===== src/rtl/demux4_dispatch_pkg.sv =====
// arm_pkg: destination select encodings shared by the result-routing blocks
package arm_pkg;
    localparam int NUM_DEST = 4;
    typedef logic [1:0] dest_t;
    localparam dest_t DEST_RF  = 2'd0;
    localparam dest_t DEST_MEM = 2'd1;
    localparam dest_t DEST_PSR = 2'd2;
    localparam dest_t DEST_BR  = 2'd3;
endpackage


===== src/rtl/demux4_dispatch_fifo.sv =====
// dispatch_fifo: single-channel synchronous FIFO; pushes on full and pops on empty are dropped
module dispatch_fifo #(
    parameter int size  = 32,
    parameter int DEPTH = 2
) (
    input  logic            CLK,
    input  logic            RST,
    input  logic            push,
    input  logic [size-1:0] din,
    output logic            full,
    input  logic            pop,
    output logic [size-1:0] dout,
    output logic            empty
);
    localparam int PW = $clog2(DEPTH);
    localparam int CW = $clog2(DEPTH + 1);
    localparam logic [CW-1:0] FULL_CNT = CW'(DEPTH);
    logic [size-1:0] mem_q [DEPTH];
    logic [size-1:0] mem_d [DEPTH];
    logic [PW-1:0] rptr_q, rptr_d, wptr_q, wptr_d;
    logic [CW-1:0] count_q, count_d;
    logic do_push, do_pop;
    assign full  = count_q == FULL_CNT;
    assign empty = count_q == '0;
    // Storage is never cleared; dout is masked while empty so stale words stay hidden
    assign dout  = empty ? '0 : mem_q[rptr_q];
    always_comb begin
        do_push = push & ~full & ~RST;
        do_pop  = pop & ~empty;
        mem_d   = mem_q;
        if (do_push) mem_d[wptr_q] = din;
        wptr_d  = do_push ? wptr_q + PW'(1) : wptr_q;
        rptr_d  = do_pop ? rptr_q + PW'(1) : rptr_q;
        count_d = count_q + CW'(do_push) - CW'(do_pop);
    end
    always_ff @(posedge CLK) begin
        mem_q <= mem_d;
        if (RST) begin
            rptr_q  <= '0;
            wptr_q  <= '0;
            count_q <= '0;
        end else begin
            rptr_q  <= rptr_d;
            wptr_q  <= wptr_d;
            count_q <= count_d;
        end
    end
endmodule


===== src/rtl/demux4_dispatch.sv =====
// demux4_dispatch: routes a SEL-tagged stream into four independent channel FIFOs.
// Define DEMUX4_DISPATCH_CNT_EN to add the per-channel push counters on port CNT.
module demux4_dispatch
    import arm_pkg::*;
#(
    parameter int size  = 32,
    parameter int DEPTH = 2
) (
    input  logic            CLK,
    input  logic            RST,
    input  logic            IN_VALID,
    output logic            IN_READY,
    input  logic [1:0]      SEL,
    input  logic [size-1:0] IN,
    output logic [size-1:0] OUT0,
    output logic [size-1:0] OUT1,
    output logic [size-1:0] OUT2,
    output logic [size-1:0] OUT3,
    output logic [3:0]      OUT_VALID,
    input  logic [3:0]      OUT_READY
`ifdef DEMUX4_DISPATCH_CNT_EN
    ,
    output logic [63:0]     CNT
`endif
);
    logic [NUM_DEST-1:0] full, empty, push;
    logic [size-1:0] dout [NUM_DEST];
    // Readiness looks only at the addressed channel, so other stalled channels never block
    assign IN_READY  = ~full[SEL];
    assign OUT_VALID = ~empty;
    assign OUT0 = dout[0];
    assign OUT1 = dout[1];
    assign OUT2 = dout[2];
    assign OUT3 = dout[3];
    for (genvar g = 0; g < NUM_DEST; g++) begin : g_ch
        assign push[g] = IN_VALID & IN_READY & (SEL == dest_t'(g));
        dispatch_fifo #(.size(size), .DEPTH(DEPTH)) u_fifo (
            .CLK  (CLK),
            .RST  (RST),
            .push (push[g]),
            .din  (IN),
            .full (full[g]),
            .pop  (OUT_READY[g]),
            .dout (dout[g]),
            .empty(empty[g])
        );
    end
`ifdef DEMUX4_DISPATCH_CNT_EN
    logic [15:0] cnt_q [NUM_DEST];
    logic [15:0] cnt_d [NUM_DEST];
    always_comb begin
        for (int i = 0; i < NUM_DEST; i++) cnt_d[i] = cnt_q[i] + 16'(push[i]);
    end
    always_ff @(posedge CLK) begin
        for (int i = 0; i < NUM_DEST; i++) cnt_q[i] <= RST ? 16'd0 : cnt_d[i];
    end
    assign CNT = {cnt_q[3], cnt_q[2], cnt_q[1], cnt_q[0]};
`endif
endmodule


===== config.mk =====
export PLATFORM = sky130hd
export DESIGN_NAME = demux4_dispatch
export DESIGN_NICKNAME = d
export VERILOG_FILES = /design/src/rtl/demux4_dispatch_pkg.sv /design/src/rtl/demux4_dispatch_fifo.sv /design/src/rtl/demux4_dispatch.sv
export SDC_FILE = /design/constraint.sdc
export NUM_CORES = 1
export LEC_CHECK = 0
export ABC_AREA = 1
export ABC_CLOCK_PERIOD_IN_PS = 4000
export BUFFER_PORTS_ARGS = -buffer_cell sky130_fd_sc_hd__buf_4
export CAP_MARGIN = 25
export CORE_MARGIN = 2
export CORE_UTILIZATION = 32
export CTS_CLUSTER_DIAMETER = 120
export CTS_CLUSTER_SIZE = 16
export DETAILED_ROUTE_END_ITERATION = 7
export PLACE_DENSITY = 0.6
export SYNTH_ARGS = -nofsm -noshare
export SYNTH_HDL_FRONTEND = slang
export SYNTH_HIERARCHICAL = 1
export SYNTH_SLANG_ARGS = --single-unit
export TNS_END_PERCENT = 30

===== constraint.sdc =====
create_clock -name CLK -period 4 [get_ports CLK]
set_input_delay 0.4 -clock CLK [delete_from_list [all_inputs] [get_ports CLK]]
set_output_delay 0.4 -clock CLK [all_outputs]
set_load 0.05 [all_outputs]

* Yosys cells after proc, flatten, opt, wreduce, memory -nomap -nowiden
Index checks and enable logic that the tools add are counted. W data, S select, Z words.
Storage, ports and cells: register bits 272, word-level logic and storage cells 131, output and inout bits 133, input port bits 41
Operators by class: bitwise gates (word level) 36, mux-type cells 30, equal/unequal tests 7, add/subtract/negate cells 16, reduce and logical (&&, ||, !) cells 9, magnitude comparators 13
Operator list (number):
- $mux W32 | 20
- $bwmux W64 | 4
- $demux W32 S1 | 4
- $and A1 B1 Y1 | 17
- $ge A2 B2 Y1 const B | 8
- $not A1 Y2 | 8
- $eq A2 B2 Y1 const B | 6
- $logic_not A2 Y1 | 5
- $not A1 Y1 | 10
- $add A1 B1 Y1 const B | 8
- $add A2 B1 Y2 | 4
- $lt A2 B1 Y1 const B | 4
- $sub A2 B1 Y2 | 4
- $logic_and A1 B1 Y1 | 4
- $not A4 Y4 | 1
- $lt A2 B3 Y1 const B | 1
- $bmux W1 S2 | 1
- $eq A2 B1 Y1 const B | 1
- $mux W1 | 1

* Longest topological paths before layout
Gate-level depths: netlist (run 1).
depth in word-level cells 10, depth in mapped cells 19, mapped depth without buffers 19

* By module
The synthesis (run 1) kept the hierarchy.
Modules (own cells, without submodules):
- dispatch_fifo | area each 2711.4 um^2, times used 4, seq. area each 2001.9 um^2, cells each 210
- demux4_dispatch | area each 116.4 um^2, times used 1, seq. area each 0.0 um^2, cells each 25

* Worst setup path before layout (run 1)
OpenSTA, ideal clock, no wires.
path kind register to register, start point reg g_ch[3].u_fifo.count_q[0], end point reg g_ch[2].u_fifo/mem_q[32] (netlist bit) (enable), data arrival time 2.515 ns, path buffers 0, required time 3.579 ns, cell stages (with the launch flop) 13, period minus slack after synthesis 2.936 ns, library setup time 0.421 ns, slack 1.064 ns, path through dfxtp_1 -> inv_1 -> nand2_1 -> inv_1 -> nand2_1 -> nand2_1 -> nand2_2 -> nand3_2 -> nor2_1 -> inv_1 -> nor2_1 -> nand2_1 -> nor2_1
Between the ends: longest elaborated chain between the ends 8
RTL lines:
- start, declared | RTL line demux4_dispatch_fifo.sv:21 | logic [CW-1:0] count_q, count_d;
- start signal, assigned | RTL line demux4_dispatch_fifo.sv:45 | count_q <= count_d;
- $eq A2 B2 Y1 | RTL line demux4_dispatch_fifo.sv:23 | assign full = count_q == FULL_CNT;
- named net full[3] | RTL line demux4_dispatch.sv:26 | logic [NUM_DEST-1:0] full, empty, push;
- $bmux W1 S2 | RTL line demux4_dispatch.sv:29 | assign IN_READY = ~full[SEL];
- $mux W1 (implied by the code) | RTL line demux4_dispatch.sv:29
- $not A1 Y1 | RTL line demux4_dispatch.sv:29
- $and A1 B1 Y1 (2 in series) | RTL line demux4_dispatch.sv:36 | assign push[g] = IN_VALID & IN_READY & (SEL == dest_t'(g));
- named net push[2] | RTL line demux4_dispatch.sv:26
- $and A1 B1 Y1 (2 in series) | RTL line demux4_dispatch_fifo.sv:28 | do_push = push & ~full & ~RST;
- end signal, assigned | RTL line demux4_dispatch_fifo.sv:37 | mem_q <= mem_d;
- end, declared | RTL line demux4_dispatch_fifo.sv:18 | logic [size-1:0] mem_q [DEPTH];
The timed path passes the listed nets, and every way through them passes these cells. The select of a mux whose other input is x is not followed. A chain may end at the register's enable or synchronous reset.

* Final worst setup path (run 1)
start point reg g_ch[0].u_fifo.rptr_q, end point out OUT0[21]
Between the ends: longest elaborated chain between the ends 5
RTL lines:
- start, declared | RTL line demux4_dispatch_fifo.sv:20 | logic [PW-1:0] rptr_q, rptr_d, wptr_q, wptr_d;
- start signal, assigned | RTL line demux4_dispatch_fifo.sv:43 | rptr_q <= rptr_d;
- $not A1 Y2 (implied by the code) | RTL line demux4_dispatch_fifo.sv:26 | assign dout = empty ? '0 : mem_q[rptr_q];
- $mux W32 (implied by the code) (3 in series) | RTL line demux4_dispatch_fifo.sv:26
- $mux W32 | RTL line demux4_dispatch_fifo.sv:26
- end, declared | RTL line demux4_dispatch.sv:15 | output logic [size-1:0] OUT0,
Every way passes these cells. The select of a mux whose other input is x is not followed.

==> summary.md, run 1 <==
| Metric | Value |
|---|---|
| Crit start category | `flop` |
| Post-synthesis cell count | `865` |
| P&R area growth vs syn | `21.0%` |
| Commonest non-fill, non-tap cell in the layout | `nand2_1` |
| Area occupied by registers | `8010 um^2` |
| CTS Hold Bufs | `0` |
| Pwr/cell area | `797 nW/um^2` |
| Post-DRT Antenna Nets | `0` |
| FF+latch count, synth | `272` |
| VDD IR max | `0.496 mV` |
| Initial antenna violation count | `0` |
| Via density | `4.63` |
| Gr ovfl total | `0` |
| Core area | `33600 um^2` |
| Reg power frac | `32.2%` |
| Final wirelength | `28400 um` |
| First-pass GRT wire length | `41800 um` |
| Synth Area in Simple Gates | `12.7%` |
| Largest stage delay, worst path | `0.89 ns` |
| Most frequent cells in the layout | `nand2_1, edfxtp_1, buf_4` |
| Final setup TNS | `0 ns` |
| Rows | `67` |
| Synth Warn # | `6` |
| Clock root buffer | `clkbuf_16` |
| Slew headroom | `37.0%` |
| Clock sink count | `272` |
| Starting Density | `32.6%` |
| Worst path slowest cell | `dfxtp_2` |
| I/O pins | `174` |
| Final Hold Viols | `0` |
| CP required | `3.60 ns` |
| Diodes inserted | `0` |
| Clock power frac | `17.3%` |
| Fin. max-slew vios | `0` |
| TritonCTS clock tree | `done` |
| H-tree levels | `1` |
| Syn_nets | `914` |
| Multi-input logic area | `2500 um^2` |
| Post-layout util | `39.5%` |
| GRT Total Usage | `15.6%` |
| Netlist cell types | `19` |
| FILL cells | `3134` |
| Drt first-iter violations | `495` |
| Share of cells above drive strength 1 | `30.0%` |
| Period utilisation layout | `77.9%` |
| Comb pwr share | `50.5%` |
| NumNets Final | `1080` |
| DRT Pass-1 Iters | `5` |
| Min Tclk post-route | `3.11 ns` |
| Adder-Cell Fraction of Synth Area | `0.913%` |
| Seq/Total Area, Yosys | `73.1%` |
| Port Buffers | `173` |
| Post-DP HPWL | `18300 um` |
| Via count | `6871` |
| Cell Int Power | `0.00545 W` |
| Sw power | `0.00513 W` |
| Chip width | `189 um` |
| Buffer and inverter count on the worst path | `2` |
| Total CTS buffers | `20` |
| Die area | `35800 um^2` |
| Largest net degree at the start of global routing | `36` |
| Vias in the first global route | `6699` |
| # DRC | `0` |
| Setup Buffers After CTS | `0` |
| Main combinational cell family by area after synthesis | `simple AND/OR/NAND/NOR gates` |
| XOR/XNOR Fraction of Synth Area | `0%` |
| Fmax | `321 MHz` |
| Critical Path End Type | `primary output` |
| Post-synthesis compound-gate area fraction | `8.95%` |
| Hold Path Class | `in -> reg` |
| Cell family with most CP delay | `buffers and inverters` |
| Final setup vio count | `0` |
| Crit Path Class | `reg -> out` |
| CP cell instances | `clkinv_2, nand2_1, a21oi_1, buf_4` |
| Max Root-Sink Buffers | `3` |
| Chip Height | `189 um` |
| Avg Inst Size Synth | `12.7 um^2` |
| Clock Skew | `0.0101 ns` |
| Mapped Area | `11000 um^2` |
| Status | `finished, final reports clean` |
| Worst-path clk slew | `0.08 ns` |
| Clk_lat worst skew | `0.50 ns` |
| Sw Ratio | `48.5%` |
| Mux cell area share after synthesis | `0%` |
| Placer Congestion | `0.742` |
| Drt wl/cell | `19.1 um` |
| RSZ-0062 raised after global routing | `false` |
| Worst EP arrival | `2.71 ns` |
| CP max FO | `35` |
| Post-CTS Resized | `0` |
| LEAKAGE | `4.95 nW` |
| MaxCap Viol Count | `0` |
| Actual slew at the worst max-slew pin | `0.943 ns` |
## worst paths after layout
kind	from	to	slack (ns)	cells past startpoint
max	g_ch[0].u_fifo/rptr_q	OUT0[21]	0.89	4
min	IN[28]	g_ch[2].u_fifo/mem_q[28]	0.12	1
max reg2reg	g_ch[1].u_fifo/count_q[0]	g_ch[2].u_fifo/mem_q[36]	1.30	13
min reg2reg	g_ch[1].u_fifo/wptr_q	g_ch[1].u_fifo/wptr_q	0.56	2
## registers in the layout, summed over array words and instances, names as in the netlist
register and cells:
g_ch.u_fifo/count_q 8, g_ch.u_fifo/mem_q 256, g_ch.u_fifo/rptr_q 4, g_ch.u_fifo/wptr_q 4
## Yosys cell counts (all sizes together)
library cell / n / share of area, %
buf: 40 / 2.4
clkinv: 4 / 0.18
nand4: 2 / 0.11
a21oi: 136 / 8.9
dfxtp: 16 / 2.9
ha: 8 / 0.91
and2: 1 / 0.069
nor2: 38 / 1.6
nand2: 298 / 10
nand3: 13 / 0.64
edfxtp: 256 / 70
inv: 53 / 1.8
## power by group through the flow
stage | combinational, W | clock [W] | sequential [W]
after detailed placement | 0.00541 | 0 | 0.00347
after CTS | 0.00542 | 0.00189 | 0.00340
after global placement | 0.00538 | 0 | 0.00346
after floorplan | 0.00386 | 0 | 0.00337
final | 0.00534 | 0.00183 | 0.00340
after global routing | 0.00565 | 0.00199 | 0.00342
## worst reg2reg max path: stages, from the launching register on
cell and delay [ns]:
dfxtp_1 0.42, inv_1 0.08, nand2_1 0.12, inv_1 0.07, nand2_1 0.07, nand2_2 0.06
nand2_2 0.06, nand3_2 0.06, nor2_1 0.09, inv_1 0.04, nor2_1 0.15, nand2_1 0.14
nor2_4 0.72, buf_4 0.31
## cells by family (layout without fill, tap and decap cells)
| family | after synthesis | after routing |
|---|---|---|
| simple gates | 352 | 352 |
| fa+ha+maj | 8 | 8 |
| buf+inv | 97 | 268 |
| compound gates | 136 | 136 |
| flops | 272 | 272 |
## per-stage QoR
stage	worst slack, ns	cells	cell area, um^2	hold slack, ns	power [W]
3_3_place_gp	1.30	1454	12700	0.534	0.00884
6_report	0.886	1484	13300	0.124	0.0106
5_1_grt	0.634	1484	13300	0.112	0.0111
3_5_place_dp	1.26	1457	12700	0.547	0.00888
4_1_cts	0.809	1484	13300	0.110	0.0107
2_1_floorplan	1.06	865	11000	0.471	0.00722
## cell type report
cell class,instances,area share [%]
multi-input cells,496,18.8
inverters,57,1.65
clock buffers,26,3.94
flip-flops and latches,272,60.4
well taps,448,4.23
repair buffers,184,10.8
clock inverters,1,0.123
## layer usage
layer | global-route usage, % | part of all wire (%) | vias to the layer above
met4 | 4.15 | 2.4 | 0
met5 | 0 | 0 | -
met3 | 1.85 | 4.5 | 37
met1 | 20.5 | 43 | 3369
met2 | 27.4 | 50 | 197
li1 | - | - | 3268
Power figures use the tool's default switching activity.
==> inputs of run 2 (changes only) <==
ABC_CLOCK_PERIOD_IN_PS = 3000   (was 4000)
clock period = 3 ns   (was 4 ns; I/O delays follow)
==> run 2 against run 1 <==
Effect of this change: total power up 35%; die area unchanged; register-to-register slack worse by 0.63 ns; non-clock buffer count up 8; sequential share of layout area down 0.51 points; hold slack worse by 0.091 ns; clock skew up 0.0098 ns; critical endpoint is now OUT2[20]; clock power up 39%; final cell count up 1.1%; critical path depth unchanged; highest routed layer unchanged; sequential power up 31%; routed wire length down 1.5%.
==> summary.md, run 2 (synthesis gave the netlist of run 1 again) <==
| Metric | Value |
|---|---|
| Status | `finished, final reports clean (unchanged)` |
| Share of cells above drive strength 1 | `30.3% (was 30.0%)` |
| Commonest non-fill, non-tap cell in the layout | `nand2_1 (unchanged)` |
| FILL cells | `3129 (was 3134)` |
| TritonCTS clock tree | `done (unchanged)` |
| First-pass GRT wire length | `41900 um (was 41800 um)` |
| Critical Path End Type | `primary output (unchanged)` |
| Max reg flops | `256 (unchanged)` |
| Sw Ratio | `48.0% (was 48.5%)` |
| Post-CTS Resized | `0 (unchanged)` |
| Crit Path Class | `reg -> out (unchanged)` |
| CP Launch Point | `g_ch[2].u_fifo/count_q[1] (was g_ch[0].u_fifo/rptr_q)` |
| CTS Hold Bufs | `0 (unchanged)` |
| DRT Pass-1 Iters | `5 (unchanged)` |
| Final setup vio count | `0 (unchanged)` |
| Drt wl/cell | `18.6 um (was 19.1 um)` |
| Max Root-Sink Buffers | `3 (unchanged)` |
| Gr ovfl total | `0 (unchanged)` |
| WHS Path Cells | `1 (unchanged)` |
| Largest regs | `g_ch.u_fifo/mem_q x256, g_ch.u_fifo/count_q x8 (unchanged)` |
| Clock sink count | `272 (unchanged)` |
| Via count | `6867 (was 6871)` |
| Post-DP HPWL | `18300 um (about the same)` |
| Period utilisation layout | `84.6%` |
| Most frequent cells in the layout | `nand2_1, edfxtp_1, buf_4 (unchanged)` |
| Largest net degree at the start of global routing | `35 (was 36)` |
| Via density | `4.57 (was 4.63)` |
| Reg power frac | `31.2% (was 32.2%)` |
| Die area | `35800 um^2 (unchanged)` |
| Clk_lat worst skew | `0.51 ns (was 0.50 ns)` |
| Reg-to-reg startpoint | `g_ch[1].u_fifo/count_q[0] (unchanged)` |
| Clock root buffer | `clkbuf_16 (unchanged)` |
| Final wirelength | `28000 um (was 28400 um)` |
| # DRC | `0 (unchanged)` |
| Placed Instances | `1465 (was 1457)` |
| Vias in the first global route | `6847 (was 6699)` |
| Worst hold endpoint | `g_ch[3].u_fifo/mem_q[46] (was g_ch[2].u_fifo/mem_q[28])` |
| Actual slew at the worst max-slew pin | `0.669 ns (was 0.943 ns)` |
| Core area | `33600 um^2 (unchanged)` |
| Non-filler cells, final | `1501 (was 1484)` |
| Port Buffers | `173 (unchanged)` |
| Post-DRT Antenna Nets | `0 (unchanged)` |
| Final setup TNS | `0 ns (unchanged)` |
| Worst EP arrival | `2.24 ns (was 2.71 ns)` |
| Largest Register | `g_ch.u_fifo/mem_q (unchanged)` |
| LEAKAGE | `5.01 nW (was 4.95 nW)` |
| NumNets Final | `1088 (was 1080)` |
| Sw power | `0.00684 W (was 0.00513 W)` |
| Drt first-iter violations | `431 (was 495)` |
| Clock power frac | `17.9% (was 17.3%)` |
| Pwr/cell area | `1070 nW/um^2 (was 797 nW/um^2)` |
| Hold Path Class | `in -> reg (unchanged)` |
| MaxCap Viol Count | `0 (unchanged)` |
| Starting Density | `32.6% (unchanged)` |
| P&R area growth vs syn | `22.0% (was 21.0%)` |
| H-tree levels | `1 (unchanged)` |
| Slew headroom | `55.3% (was 37.0%)` |
| Worst reg-to-reg setup slack | `0.67 ns (was 1.30 ns)` |
| CP required | `2.70 ns (was 3.60 ns)` |
| Crit start category | `flop (unchanged)` |
| Setup Buffers After CTS | `0 (unchanged)` |
| GRT Total Usage | `15.6% (about the same)` |
| CP max FO | `18 (was 35)` |
| Worst-path clk slew | `0.08 ns (about the same)` |
| Final Hold Viols | `0 (unchanged)` |
| Reg2reg end | `g_ch[1].u_fifo/mem_q[5] (was g_ch[2].u_fifo/mem_q[36])` |
| Diodes inserted | `0 (unchanged)` |
| Clock Skew | `0.0199 ns (was 0.0101 ns)` |
| I/O pins | `174 (unchanged)` |
| Fmax | `394 MHz` |
| Fin. max-slew vios | `0 (unchanged)` |
| Post-layout util | `39.8% (was 39.5%)` |
| Comb pwr share | `50.9% (was 50.5%)` |
| Chip width | `189 um (unchanged)` |
| Initial antenna violation count | `0 (unchanged)` |
| Chip Height | `189 um (unchanged)` |
| VDD IR max | `0.695 mV (was 0.496 mV)` |
| Placer Congestion | `0.752 (was 0.742)` |
| Min Tclk post-route | `2.54 ns` |
| Hold wc startpoint | `IN[14] (was IN[28])` |
| RSZ-0062 raised after global routing | `false (unchanged)` |
| Total CTS buffers | `20 (unchanged)` |
| Cell Int Power | `0.00742 W (was 0.00545 W)` |
| Reg2Reg Depth | `13 (unchanged)` |
| Rows | `67 (unchanged)` |
-- run 2: cell count changes in the layout (fill, tap and decap cells not counted), sizes merged --
cell / delta
clkbuf: +10
clkinv: -1
buf: +8
-- run 2: power groups by stage --
| stage | sequential [W] | clock, W | combinational, W |
|---|---|---|---|
| after global placement | 0.00453 | 0 | 0.00730 |
| final | 0.00445 | 0.00255 | 0.00725 |
| after CTS | 0.00445 | 0.00263 | 0.00736 |
| after global routing | 0.00447 | 0.00275 | 0.00767 |
| after floorplan | 0.00449 | 0 | 0.00514 |
| after detailed placement | 0.00454 | 0 | 0.00735 |
-- run 2: area by class of cell --
type / count / area (um^2) / share of cell area [%]
Clock buffer: 36 / 582 / 4.35
Inverter: 57 / 219 / 1.64
Multi-Input combinational cell: 496 / 2500 / 18.7
Sequential cell: 272 / 8010 / 59.9
Tap cell: 448 / 561 / 4.19
Timing Repair Buffer: 192 / 1500 / 11.2
-- run 2: metal layers --
layer  track usage (%)  vias to the layer above  share of wire (%)  wire (um)
li1                  -                     3299                  -          -
met1              20.8                     3343                 45      12500
met2              26.4                      184                 48      13400
met3              2.08                       41                4.5       1260
met4              4.78                        0                2.7        756
met5                 0                        -                  0          0
-- run 2: stage by stage --
| step | hold WS (ns) | worst slack, ns | total power (W) | area [um^2] |
|---|---|---|---|---|
| after CTS | 0.0182 | 0.434 | 0.0144 | 13400 |
| after global placement | 0.539 | 0.712 | 0.0118 | 12800 |
| after global routing | 0.0142 | 0.269 | 0.0149 | 13400 |
| after detailed placement | 0.543 | 0.693 | 0.0119 | 12800 |
| final | 0.0335 | 0.461 | 0.0143 | 13400 |
| after floorplan | 0.371 | 0.0642 | 0.00963 | 11000 |
-- run 2: how the worst max path moves through the flow --
stage,to,slack [ns]
6_report,OUT2[20],0.46
5_1_grt,OUT1[31],0.27
4_1_cts,OUT1[31],0.43
3_5_place_dp,g_ch[1].u_fifo/mem_q[8],0.69
3_3_place_gp,g_ch[1].u_fifo/mem_q[1],0.71
2_1_floorplan,g_ch[2].u_fifo/mem_q[32],0.06
-- run 2: critical path, cell delays in order (launching register included) --
cell	delay, ns
dfxtp_1	0.36
nor2_4	0.54
buf_4	0.42
a21oi_1	0.16
buf_4	0.22
==> inputs of run 3 (changes only) <==
ABC_AREA = 0   (was 1)
ABC_CLOCK_PERIOD_IN_PS = 2400   (was 3000)
clock period = 2.4 ns   (was 3 ns; I/O delays follow)
==> run 3 against run 2 <==
Effect of this change: first-iteration DRC count shrank 19%; count of clock-buffer cells in the layout is the same; register-to-register slack lost 0.51 ns; clock skew shrank 0.0087 ns; global-route usage shrank 1.2 points; worst setup slack lost 0.30 ns; clock power grew 25%; combinational power grew 2%; hold slack gained 0.12 ns; design area grew 2.6%; critical path depth grew 6.
==> summary.md, run 3 <==
| Metric | Value |
|---|---|
| Post-DRT Antenna Nets | `0 (unchanged)` |
| # DRC | `0 (unchanged)` |
| Largest Register | `g_ch.u_fifo/mem_q (unchanged)` |
| I/O pins | `174 (unchanged)` |
| P&R area growth vs syn | `29.1% (was 22.0%)` |
| Clk_lat worst skew | `0.50 ns (was 0.51 ns)` |
| Largest regs | `g_ch.u_fifo/mem_q x256, g_ch.u_fifo/count_q x8 (unchanged)` |
| DRT Pass-1 Iters | `5 (unchanged)` |
| RSZ-0062 raised after global routing | `false (unchanged)` |
| Via count | `5942 (was 6867)` |
| Worst-path clk slew | `0.07 ns (was 0.08 ns)` |
| Placement Setup Slack | `0.126 ns (was 0.693 ns)` |
| Largest net degree at the start of global routing | `34 (was 35)` |
| Fmax | `447 MHz` |
| Synth area leader | `edfxtp_1 (unchanged)` |
| Synth Warn # | `6 (unchanged)` |
| NumNets Final | `935 (was 1088)` |
| Hold Path Class | `in -> reg (unchanged)` |
| Drt wl/cell | `18.9 um (was 18.6 um)` |
| Multi-input logic area | `2540 um^2 (was 2500 um^2)` |
| Placed Instances | `1274 (was 1465)` |
| Vias in the first global route | `5932 (was 6847)` |
| PnR worst setup slack | `0.161 ns (was 0.461 ns)` |
| Count leader, synth | `edfxtp_1 (was nand2_1)` |
| Clock root buffer | `clkbuf_16 (unchanged)` |
| GRT Total Usage | `14.4% (was 15.6%)` |
| Mapped Area | `10600 um^2 (was 11000 um^2)` |
| Chip Height | `186 um (was 189 um)` |
| Status | `finished, final reports clean (unchanged)` |
| Max Root-Sink Buffers | `3 (unchanged)` |
| FILL cells | `2966 (was 3129)` |
| CP required | `2.83 ns (was 2.70 ns)` |
| Port Buffers | `173 (unchanged)` |
| Actual slew at the worst max-slew pin | `0.515 ns (was 0.669 ns)` |
| Setup Buffers After CTS | `0 (unchanged)` |
| Non-filler cells, final | `1342 (was 1501)` |
| Synth async-reset ratio | `0% (unchanged)` |
| Commonest non-fill, non-tap cell in the layout | `edfxtp_1 (was nand2_1)` |
| Placer Congestion | `0.721 (was 0.752)` |
| Top FF cell, synth | `edfxtp_1 (unchanged)` |
| Final setup vio count | `0 (unchanged)` |
| Synth area leaders | `edfxtp_1, mux2i_1, nor2_1 (was edfxtp_1, nand2_1, a21oi_2)` |
| Area occupied by registers | `8020 um^2 (was 8010 um^2)` |
| Chip width | `186 um (was 189 um)` |
| H-tree levels | `1 (unchanged)` |
| VDD IR max | `0.741 mV (was 0.695 mV)` |
| Avg Inst Size Synth | `16.3 um^2 (was 12.7 um^2)` |
| Final wirelength | `25400 um (was 28000 um)` |
| Core area | `32600 um^2 (was 33600 um^2)` |
| Crit Path Class | `reg -> reg (was reg -> out)` |
| Period utilisation layout | `93.3%` |
| Clock Skew | `0.0112 ns (was 0.0199 ns)` |
| Gr ovfl total | `0 (unchanged)` |
| Syn_nets | `700 (was 914)` |
| Placed Area | `12800 um^2 (about the same)` |
| Most frequent cells in the layout | `edfxtp_1, buf_4, nor2_1 (was nand2_1, edfxtp_1, buf_4)` |
| Drt first-iter violations | `350 (was 431)` |
| Post-synthesis cell count | `651 (was 865)` |
| Crit start category | `flop (unchanged)` |
| Critical Path End Type | `flop (was primary output)` |
| Slew headroom | `65.6% (was 55.3%)` |
| Post-DP HPWL | `16800 um (was 18300 um)` |
| Die area | `34700 um^2 (was 35800 um^2)` |
| Initial antenna violation count | `0 (unchanged)` |
| First-pass GRT wire length | `36900 um (was 41900 um)` |
| Final Hold Viols | `0 (unchanged)` |
| Diodes inserted | `0 (unchanged)` |
| Fin. max-slew vios | `0 (unchanged)` |
| LEAKAGE | `4.91 nW (was 5.01 nW)` |
| Max reg flops | `256 (unchanged)` |
| Final instance area | `13700 um^2 (was 13400 um^2)` |
| TritonCTS clock tree | `done (unchanged)` |
| Hold slack | `0.158 ns (was 0.0335 ns)` |
| Min Tclk post-route | `2.24 ns` |
| Netlist cell types | `22 (was 19)` |
| Post-layout util | `42.1% (was 39.8%)` |
| Starting Density | `32.6% (about the same)` |
| Total CTS buffers | `20 (unchanged)` |
| MaxCap Viol Count | `0 (unchanged)` |
| Top cells by count, synth | `edfxtp_1, nor2_1, mux2i_1 (was nand2_1, edfxtp_1, a21oi_2)` |
| Via density | `4.43 (was 4.57)` |
| Share of cells above drive strength 1 | `29.6% (was 30.3%)` |
| EDFF count, synth | `256 (unchanged)` |
| Rows | `66 (was 67)` |
| Seq/Total Area, Yosys | `75.3% (was 73.1%)` |
| Worst EP arrival | `2.67 ns (was 2.24 ns)` |
| Pwr/cell area | `1190 nW/um^2 (was 1070 nW/um^2)` |
| Clock sink count | `272 (unchanged)` |
| FF+latch count, synth | `272 (unchanged)` |
| CP max FO | `4 (was 18)` |
| Synth top area share | `72.3% (was 70.1%)` |
run 3: cell count changes after synthesis, moves of 9 or more:
cell / change
a21oi_2: -80
nand2_1: -294
nor3_1: +9
nor2_1: +110
inv_1: -39
nand3_1: -12
a21oi_1: -56
mux2i_1: +128
run 3: critical path, stage by stage (launching register included):
cell and delay (ns):
dfxtp_1 0.46, nor2b_4 0.07, nor3b_1 0.32, nand2b_4 0.13, or2_2 0.29, ha_1 0.28, inv_1 0.04, ha_1 0.18
xor2_1 0.15, and2_1 0.15, nor3_1 0.11
run 3: worst paths after layout:
path	startpoint	endpoint	slack [ns]	cells after the start
max	g_ch[3].u_fifo/count_q[0]	g_ch[3].u_fifo/count_q[1]	0.16	10
min	RST	g_ch[2].u_fifo/rptr_q	0.16	2
max reg2reg	g_ch[3].u_fifo/count_q[0]	g_ch[3].u_fifo/count_q[1]	0.16	10
min reg2reg	g_ch[0].u_fifo/count_q[1]	g_ch[0].u_fifo/count_q[1]	0.57	2
run 3: stage by stage:
step | total power [W] | TNS, ns
5_1_grt | 0.0170 | 0
3_3_place_gp | 0.0132 | 0
2_1_floorplan | 0.0108 | -28.27
3_5_place_dp | 0.0133 | 0
4_1_cts | 0.0165 | 0
6_report | 0.0163 | 0
run 3: final cells by class:
| type | instances | share of cell area, % |
|---|---|---|
| multi-input combinational | 338 | 18.5 |
| clock buffer | 36 | 4.24 |
| sequential | 272 | 58.4 |
| tap | 442 | 4.03 |
| inverter | 13 | 0.356 |
| timing repair buffer | 241 | 14.5 |
run 3: layer usage:
layer | share of wire, % | global-route usage, % | routed length (um) | vias up
met5 | 0 | 0 | 0 | -
met4 | 1.3 | 2.83 | 332 | 0
met3 | 5.0 | 2.10 | 1260 | 25
met2 | 49 | 24.7 | 12400 | 145
met1 | 45 | 19.6 | 11400 | 2937
li1 | - | - | - | 2835
run 3: cells by family after synthesis:
family / synth area share [%]
and+or+nand+nor: 8.07
buffers and inverters: 2.15
muxes: 12.7
adders and majority gates: 0.941
AOI/OAI and AO/OA: 0.188
DFF: 75.3
xor gates and xnor gates: 0.659
run 3: timing repair:
action / in CTS / in global routing
hold endpoints to repair: 256 / 0
hold buffers: 32 / 0
setup endpoints to repair: 0 / 3
resized for setup: 0 / 4
run 3: power breakdown:
| group | switching (W) | total, W | internal, W |
|---|---|---|---|
| clock | 0.00154 | 0.00319 | 0.00164 |
| combinational | 0.00506 | 0.00739 | 0.00233 |
| sequential | 0.000282 | 0.00570 | 0.00542 |
